**src/rtl/axi_rr_arbiter_pkg.sv**
```systemverilog
// Shared AXI constants, FSM state encoding and helpers for the round-robin
// cache-to-AXI arbiter.
package axi_rr_arbiter_pkg;

   localparam logic [1:0] BURST_INCR    = 2'b01;
   localparam logic [1:0] RESP_OKAY     = 2'b00;
   localparam logic [3:0] CACHE_DEFAULT = 4'b0010;

   typedef enum logic [2:0] {
      StIdle,
      StAr,
      StR,
      StAwW,
      StB
   } state_e;

   // AXI size code for a full-width beat.
   function automatic logic [2:0] axi_size(input int unsigned data_w);
      return 3'($clog2(data_w / 8));
   endfunction

endpackage

```
**src/rtl/rr_picker.sv**
```systemverilog
// Combinational round-robin picker: the search starts one past the last
// grant and wraps, returning a one-hot grant and its index.
module rr_picker #(
   parameter int unsigned NUM_MST = 2,
   parameter int unsigned IDX_W   = 1
) (
   input  logic [NUM_MST-1:0] req,
   input  logic [IDX_W-1:0]   last,
   output logic [NUM_MST-1:0] gnt,
   output logic [IDX_W-1:0]   idx,
   output logic               valid
);

   int unsigned j;
   logic        found;

   always_comb begin
      gnt   = '0;
      idx   = '0;
      found = 1'b0;
      j     = 0;
      for (int unsigned i = 1; i <= NUM_MST; i++) begin
         j = (32'(last) + i) % NUM_MST;
         if (!found && req[j]) begin
            found  = 1'b1;
            gnt[j] = 1'b1;
            idx    = IDX_W'(j);
         end
      end
   end

   assign valid = found;

endmodule

```
**src/rtl/axi_rr_arbiter.sv**
```systemverilog
// Round-robin arbiter letting NUM_MST cache masters share one AXI4 port,
// one transaction at a time: burst reads or single-beat writes.
module axi_rr_arbiter
   import axi_rr_arbiter_pkg::*;
#(
   parameter int unsigned NUM_MST = 2,
   parameter int unsigned ADDR_W  = 64,
   parameter int unsigned DATA_W  = 64,
   parameter int unsigned ID_W    = 4
) (
   input  logic                        clk,
   input  logic                        rst,
   input  logic [NUM_MST-1:0]          m_req,
   input  logic [NUM_MST-1:0]          m_we,
   input  logic [NUM_MST*ADDR_W-1:0]   m_addr,
   input  logic [NUM_MST*DATA_W-1:0]   m_wdata,
   input  logic [NUM_MST*DATA_W/8-1:0] m_wmask,
   input  logic [NUM_MST*8-1:0]        m_len,
   output logic [DATA_W-1:0]           m_rdata,
   output logic [NUM_MST-1:0]          m_rvalid,
   output logic [NUM_MST-1:0]          m_done,
   output logic [NUM_MST-1:0]          m_err,
   output logic                        axi_aw_valid,
   input  logic                        axi_aw_ready,
   output logic [ID_W-1:0]             axi_aw_id,
   output logic [ADDR_W-1:0]           axi_aw_addr,
   output logic [7:0]                  axi_aw_len,
   output logic [2:0]                  axi_aw_size,
   output logic [1:0]                  axi_aw_burst,
   output logic                        axi_aw_lock,
   output logic [3:0]                  axi_aw_cache,
   output logic [2:0]                  axi_aw_prot,
   output logic [3:0]                  axi_aw_qos,
   output logic                        axi_w_valid,
   input  logic                        axi_w_ready,
   output logic [DATA_W-1:0]           axi_w_data,
   output logic [DATA_W/8-1:0]         axi_w_strb,
   output logic                        axi_w_last,
   input  logic                        axi_b_valid,
   output logic                        axi_b_ready,
   input  logic [ID_W-1:0]             axi_b_id,
   input  logic [1:0]                  axi_b_resp,
   output logic                        axi_ar_valid,
   input  logic                        axi_ar_ready,
   output logic [ID_W-1:0]             axi_ar_id,
   output logic [ADDR_W-1:0]           axi_ar_addr,
   output logic [7:0]                  axi_ar_len,
   output logic [2:0]                  axi_ar_size,
   output logic [1:0]                  axi_ar_burst,
   output logic                        axi_ar_lock,
   output logic [3:0]                  axi_ar_cache,
   output logic [2:0]                  axi_ar_prot,
   output logic [3:0]                  axi_ar_qos,
   input  logic                        axi_r_valid,
   output logic                        axi_r_ready,
   input  logic [ID_W-1:0]             axi_r_id,
   input  logic [DATA_W-1:0]           axi_r_data,
   input  logic [1:0]                  axi_r_resp,
   input  logic                        axi_r_last
);

   localparam int unsigned IDX_W  = (NUM_MST > 1) ? $clog2(NUM_MST) : 1;
   localparam int unsigned STRB_W = DATA_W / 8;

   state_e               state_q;
   logic [IDX_W-1:0]     grant_q, last_q, pick_idx;
   logic [NUM_MST-1:0]   gnt_oh_q, pick_gnt;
   logic                 pick_valid;
   logic [ADDR_W-1:0]    addr_q;
   logic [DATA_W-1:0]    wdata_q;
   logic [STRB_W-1:0]    wmask_q;
   logic [7:0]           len_q, beat_q;
   logic [2:0]           size_q;
   logic [1:0]           burst_q;
   logic [3:0]           cache_q;
   logic                 err_q;
   logic                 ar_valid_q, r_ready_q, aw_valid_q, w_valid_q, b_ready_q;
   logic                 r_beat, r_final, r_err, r_fin, b_fin, aw_done, w_done;
   logic                 unused_ids;

   rr_picker #(
      .NUM_MST (NUM_MST),
      .IDX_W   (IDX_W)
   ) u_picker (
      .req   (m_req),
      .last  (last_q),
      .gnt   (pick_gnt),
      .idx   (pick_idx),
      .valid (pick_valid)
   );

   // A burst ends on r_last or on its len+1-th beat; any disagreement between
   // the two is a protocol error reported to the master.
   assign r_beat  = (state_q == StR) && axi_r_valid;
   assign r_final = axi_r_last || (beat_q == len_q);
   assign r_err   = err_q || (axi_r_resp != RESP_OKAY) || (axi_r_last != (beat_q == len_q));
   assign r_fin   = r_beat && r_final;
   assign b_fin   = (state_q == StB) && axi_b_valid;
   assign aw_done = !aw_valid_q || axi_aw_ready;
   assign w_done  = !w_valid_q || axi_w_ready;

   assign m_rdata  = axi_r_data;
   assign m_rvalid = gnt_oh_q & {NUM_MST{r_beat}};
   assign m_done   = gnt_oh_q & {NUM_MST{r_fin || b_fin}};
   assign m_err    = gnt_oh_q & {NUM_MST{(r_fin && r_err) ||
                                         (b_fin && (axi_b_resp != RESP_OKAY))}};

   always_ff @(posedge clk) begin
      if (!rst) begin
         state_q    <= StIdle;
         grant_q    <= '0;
         gnt_oh_q   <= '0;
         last_q     <= IDX_W'(NUM_MST - 1);
         addr_q     <= '0;
         wdata_q    <= '0;
         wmask_q    <= '0;
         len_q      <= '0;
         beat_q     <= '0;
         size_q     <= '0;
         burst_q    <= '0;
         cache_q    <= '0;
         err_q      <= 1'b0;
         ar_valid_q <= 1'b0;
         r_ready_q  <= 1'b0;
         aw_valid_q <= 1'b0;
         w_valid_q  <= 1'b0;
         b_ready_q  <= 1'b0;
      end else begin
         unique case (state_q)
            StIdle: begin
               if (pick_valid) begin
                  grant_q  <= pick_idx;
                  gnt_oh_q <= pick_gnt;
                  last_q   <= pick_idx;
                  addr_q   <= m_addr[pick_idx*ADDR_W +: ADDR_W];
                  wdata_q  <= m_wdata[pick_idx*DATA_W +: DATA_W];
                  wmask_q  <= m_wmask[pick_idx*STRB_W +: STRB_W];
                  len_q    <= m_len[pick_idx*8 +: 8];
                  size_q   <= axi_size(DATA_W);
                  burst_q  <= BURST_INCR;
                  cache_q  <= CACHE_DEFAULT;
                  beat_q   <= '0;
                  err_q    <= 1'b0;
                  if (m_we[pick_idx]) begin
                     aw_valid_q <= 1'b1;
                     w_valid_q  <= 1'b1;
                     state_q    <= StAwW;
                  end else begin
                     ar_valid_q <= 1'b1;
                     state_q    <= StAr;
                  end
               end
            end
            StAr: begin
               if (axi_ar_ready) begin
                  ar_valid_q <= 1'b0;
                  r_ready_q  <= 1'b1;
                  state_q    <= StR;
               end
            end
            StR: begin
               if (axi_r_valid) begin
                  if (r_final) begin
                     r_ready_q <= 1'b0;
                     beat_q    <= '0;
                     state_q   <= StIdle;
                  end else begin
                     beat_q <= beat_q + 8'd1;
                     err_q  <= r_err;
                  end
               end
            end
            StAwW: begin
               if (axi_aw_ready) aw_valid_q <= 1'b0;
               if (axi_w_ready) w_valid_q <= 1'b0;
               if (aw_done && w_done) begin
                  b_ready_q <= 1'b1;
                  state_q   <= StB;
               end
            end
            StB: begin
               if (axi_b_valid) begin
                  b_ready_q <= 1'b0;
                  state_q   <= StIdle;
               end
            end
            default: state_q <= StIdle;
         endcase
      end
   end

   assign axi_ar_valid = ar_valid_q;
   assign axi_ar_id    = ID_W'(grant_q);
   assign axi_ar_addr  = addr_q;
   assign axi_ar_len   = len_q;
   assign axi_ar_size  = size_q;
   assign axi_ar_burst = burst_q;
   assign axi_ar_lock  = 1'b0;
   assign axi_ar_cache = cache_q;
   assign axi_ar_prot  = 3'b000;
   assign axi_ar_qos   = 4'b0000;
   assign axi_r_ready  = r_ready_q;

   assign axi_aw_valid = aw_valid_q;
   assign axi_aw_id    = ID_W'(grant_q);
   assign axi_aw_addr  = addr_q;
   assign axi_aw_len   = 8'd0;
   assign axi_aw_size  = size_q;
   assign axi_aw_burst = burst_q;
   assign axi_aw_lock  = 1'b0;
   assign axi_aw_cache = cache_q;
   assign axi_aw_prot  = 3'b000;
   assign axi_aw_qos   = 4'b0000;
   assign axi_w_valid  = w_valid_q;
   assign axi_w_data   = wdata_q;
   assign axi_w_strb   = wmask_q;
   assign axi_w_last   = w_valid_q;
   assign axi_b_ready  = b_ready_q;

   // Only one transaction is ever outstanding, so response ids carry no info.
   assign unused_ids = ^{axi_r_id, axi_b_id};

endmodule

```
**config.mk**
```make
export PLATFORM = sky130hd
export DESIGN_NAME = axi_rr_arbiter
export DESIGN_NICKNAME = d
export VERILOG_FILES = /design/src/rtl/axi_rr_arbiter_pkg.sv /design/src/rtl/rr_picker.sv /design/src/rtl/axi_rr_arbiter.sv
export SDC_FILE = /design/constraint.sdc
export NUM_CORES = 1
export LEC_CHECK = 0
export BUFFER_PORTS_ARGS = -buffer_cell sky130_fd_sc_hd__buf_2
export CORE_AREA = 3 3 273 275
export DETAILED_ROUTE_END_ITERATION = 10
export DIE_AREA = 0 0 276 278
export PLACE_DENSITY = 0.31
export SYNTH_ARGS = -nofsm -noshare
export SYNTH_HDL_FRONTEND = slang
export SYNTH_HIERARCHICAL = 1
export SYNTH_SLANG_ARGS = --single-unit
```
**constraint.sdc**
```tcl
create_clock -name clk -period 1.96 [get_ports clk]
set_input_delay 0.098 -clock clk [delete_from_list [all_inputs] [get_ports clk]]
set_output_delay 0.098 -clock clk [all_outputs]
set_load 0.01 [all_outputs]
```
==> impl_results.md <==
* Part of the total power dissipated in sequential elements at 0.352
* Most common cell after layout, fill and taps aside: sky130_fd_sc_hd__buf_2
* Clk Latency, worst-skew pair at between 400 and 500 ps
* WL final at roughly 37000 um
* Sequence of cells on the critical path: xor2_1 > nor4_2 > nand2_1 > ha_4 > nor4_4 > o22ai_2 > and2_1 > buf_2
* Critical Path Stages at 8
* Via count at 9239
* Avg Cell Area, Syn at between 9 and 10 sq um
* Req. time, crit path at about 1900 ps
* First-pass GRT wire length at approximately 55000 um
* Startpoint of the most critical register-to-register path: beat_q[0]
* Post-CTS clock slew at the launch and capture registers of the worst setup and hold paths at about 70 ps
* Worst path top cell family by delay: simple AND/OR/NAND/NOR gates
* Delay of the slowest cell on the worst path at roughly 320 ps
* Largest family of logic cells by synthesized area: buffers and inverters
* Vias in the first global route at 9697
* Crit path max-delay cell type: sky130_fd_sc_hd__dfxtp_2
* Placed cell count at ~2300
* Data arrival time of the critical path at 2240 ps
* Starting density of the core at 0.127
* Total core area at 72600 sq um
* Fin. Hold Viols at 0
* Chip height at approximately 280 um
* Top library cells by usage in the layout, fill and taps aside: sky130_fd_sc_hd__buf_2, sky130_fd_sc_hd__dlygate4sd3_1, sky130_fd_sc_hd__dfxtp_1
* Maximum count of clock buffers along a single path at 2
* Worst Setup SP: beat_q[0]
* Critical Path Sink: m_err[1]
* Die area at roughly 77000 sq um
* Leak at around 8.5 nW
* # clock sinks at 166
* Proportion of layout cells with a drive suffix above 1 at 0.383
* Buffer and inverter count on the worst path at 1
* Combinational power share at 0.408
* Sort of element at the start of the critical path: flop
* Failing checks: setup timing
* Adder-cell share of the synthesized area at 0.00272
* Final #Nets at about 2000
* Compound-cell area share of the yosys netlist at 0.179
* Max-cap violation count at 0
* Post-placement setup slack at -144 ps
* Post-synthesis xor/xnor area fraction at 0.0124
* Min cycle time layout at 2340 ps
* RSZ-0062 raised after global routing: true
* Hold_ws at ~33 ps
* Pint at about 8.5 mW
* Share of the clock period used by the worst path after layout at 1.19
* Share of power burned in the clock network at 0.240
* Register bit total from synthesis at 166
* Switching Share at 0.367
* Post-Synthesis Cells at a little under 1000
* Synthesized area at 9190 sq um
* Post-synthesis cell type count at 41
* Reg-to-reg setup timing slack at ~100 ps
* Number of H-tree levels at 4
* First-pass iteration count of the detailed router at 4
* DP HPWL at roughly 27000 um
* Die width at between 200 and 300 um
* Placer Congestion at slightly above 0.7
* Worst setup skew after layout at roughly 12 ps
* Largest vdd supply drop at ~0.00037 V
* Area share of and/or/nand/nor cells after synthesis at 0.0996
* Final worst-path setup slack at -376 ps
* Count of final max-slew check failures at 0
* Maximum number of pins on one net before global-route repair at roughly 60
* Transition at the pin with the smallest max-transition slack at between 500 and 600 ps
* Number of primary I/O pins at 710
* Root buffer selected by CTS: sky130_fd_sc_hd__clkbuf_16
* Worst reg2reg path endpoint: state_q[1]
* Layout area overhead at 69.5%
* Switch Pwr at around 4.9 mW
* Grt ovf at 0
* Final Core Density at 0.215
* Row Count at 99
* Top fanout value on the critical path at 2
* Proportion of synthesized area in mux cells at 0.160
* Maximum clock frequency at between 400 and 500 MHz
* Class of the most critical setup path: flop to output pin
* TritonCTS clock tree: built
* Syn. warnings at 6
* Sequential share of the synthesized area at 0.361
* Number of cells traversed by the worst register-to-register path at 8
* Post-detailed-route via-to-cell ratio at approximately 3.5
* Quantity of I/O buffers inserted on ports at 533
* Final non-filler cell total at 2626
* Post-route DRC at 0
* Worst relative slew slack at 0.630
* GRT Total Usage at 0.0931
* Kind of capture point of the worst setup path: output pin
* Antenna violations before repair at 5
* Wirelength per Cell at about 14 um
* Setup-failing EPs final at 4
* Power per cell area at 859 nW/um^2
* Drt first-iter violations at 307
* Sum of internal, switching and leakage power at 13.4 mW
* Result of the run: complete, but fails checks
* Inserted Clock Buffers at 17
* Hold crit path type: primary input to flop
* Number of nets with antenna violations after detailed routing at 0
[final cells by class]
type	count	area, sq um
clock buffers	21	460
inverters	7	26.3
fillers	7967	57000
multi-input cells	586	4390
diodes	3	7.51
flip-flops and latches	166	3330
well taps	959	1200
clock inverters	10	73.8
repair buffers	874	6110
[worst min-delay path by stage]
stage	from	slack, ps	end	depth (start not counted)
finish	m_len[9]	30	axi_ar_len[1]	4
CTS	m_len[9]	0.7	axi_ar_len[1]	4
floorplan	axi_ar_ready	240	axi_r_ready	2
detailed placement	axi_r_data[13]	200	m_rdata[13]	0
global placement	axi_r_data[13]	200	m_rdata[13]	0
global route	m_len[9]	30	axi_ar_len[1]	4
[layer usage]
metal	share of wire	vias up	global-route usage	routed length, um
met3	0.064	90	0.0293	2380
li1	-	4520	-	-
met1	0.37	4274	0.0950	13700
met2	0.53	355	0.171	19700
met5	0	-	0	0
met4	0.038	0	0.0462	1420
[cells by family after synthesis]
group	count (synthesis)
AOI/OAI and AO/OA	171
other	1
DFF	166
and+or+nand+nor	213
adders and majority gates	2
buffers and inverters	254
xor gates and xnor gates	13
muxes	147
[worst register-to-register path, delay by kind of cell, from the launching register on]
kind | cells | cell delay, ps
AO/OA/AOI/OAI | 3 | 510
XOR/XNOR | 1 | 160
adder cells (fa/ha/maj) | 1 | 190
buffers and inverters | 1 | 110
flip-flops | 1 | 320
AND/OR/NAND/NOR | 2 | 450
[cells in the mapped netlist]
cell type	count	share of area
sky130_fd_sc_hd__buf_4	178	0.15
sky130_fd_sc_hd__dfxtp_1	166	0.36
sky130_fd_sc_hd__nand2_1	160	0.065
sky130_fd_sc_hd__mux2i_1	146	0.16
sky130_fd_sc_hd__o211a_1	144	0.16
sky130_fd_sc_hd__buf_2	47	0.026
sky130_fd_sc_hd__clkbuf_1	20	0.0082
sky130_fd_sc_hd__xor2_1	13	0.012
sky130_fd_sc_hd__nor2_1	12	0.0049
sky130_fd_sc_hd__nand3_1	9	0.0049
sky130_fd_sc_hd__and2_1	7	0.0048
sky130_fd_sc_hd__inv_1	7	0.0029
sky130_fd_sc_hd__nor2b_1	7	0.0048
sky130_fd_sc_hd__a21boi_0	6	0.0049
sky130_fd_sc_hd__nor4_1	4	0.0027
sky130_fd_sc_hd__a22oi_1	3	0.0024
sky130_fd_sc_hd__and3_1	3	0.0020
sky130_fd_sc_hd__nand2b_1	3	0.0020
sky130_fd_sc_hd__o21a_1	3	0.0024
sky130_fd_sc_hd__a32oi_1	2	0.0019
sky130_fd_sc_hd__buf_6	2	0.0024
sky130_fd_sc_hd__ha_1	2	0.0027
sky130_fd_sc_hd__nor3b_1	2	0.0016
sky130_fd_sc_hd__o21ai_0	2	0.0011
sky130_fd_sc_hd__o22ai_1	2	0.0014
sky130_fd_sc_hd__o31a_1	2	0.0019
sky130_fd_sc_hd__a21boi_1	1	0.00082
sky130_fd_sc_hd__a21oi_1	1	0.00054
sky130_fd_sc_hd__a21oi_2	1	0.00095
sky130_fd_sc_hd__a31oi_1	1	0.00068
sky130_fd_sc_hd__and4bb_1	1	0.0014
sky130_fd_sc_hd__and4bb_2	1	0.0014
sky130_fd_sc_hd__conb_1	1	0.00041
sky130_fd_sc_hd__mux2_2	1	0.0012
sky130_fd_sc_hd__nand4_1	1	0.00068
sky130_fd_sc_hd__nor3_4	1	0.0018
sky130_fd_sc_hd__o2111ai_1	1	0.00095
sky130_fd_sc_hd__o211ai_1	1	0.00082
sky130_fd_sc_hd__o221a_2	1	0.0012
sky130_fd_sc_hd__or2_1	1	0.00068
sky130_fd_sc_hd__or3_1	1	0.00068
[power groups by stage]
| stage | Combinational [mW] | Clock, mW | Sequential (mW) |
|---|---|---|---|
| detailed placement | 5.05 | 0 | 4.81 |
| global placement | 5.08 | 0 | 4.79 |
| finish | 5.46 | 3.22 | 4.72 |
| global route | 6.00 | 3.54 | 4.83 |
| floorplan | 3.00 | 0 | 5.03 |
| CTS | 5.55 | 3.47 | 4.74 |
[per-stage QoR]
step | area (sq um) | TNS (ps)
2_1_floorplan | 9340 | 0
3_3_place_gp | 12100 | -299
3_5_place_dp | 12100 | -310
4_1_cts | 15500 | -1850
5_1_grt | 15600 | -2130
6_report | 15600 | -1400
[state kept, by name (all words and copies together) (netlist names), 2 cells and up]
signal and flops:
axi_ar_addr 64, axi_w_data 64, axi_ar_len 8, axi_w_strb 8, beat_q 8, state_q 3
gnt_oh_q 2
[what timing repair did]
action                     CTS  global route
setup endpoints to repair    9            14
hold endpoints to repair   148             0
pin swaps                    1             5
hold buffers               280             0
buffers inserted             1             2
resized for setup            9             3
cloned                       0             1
No activity file was read; power rests on OpenSTA's default activity.
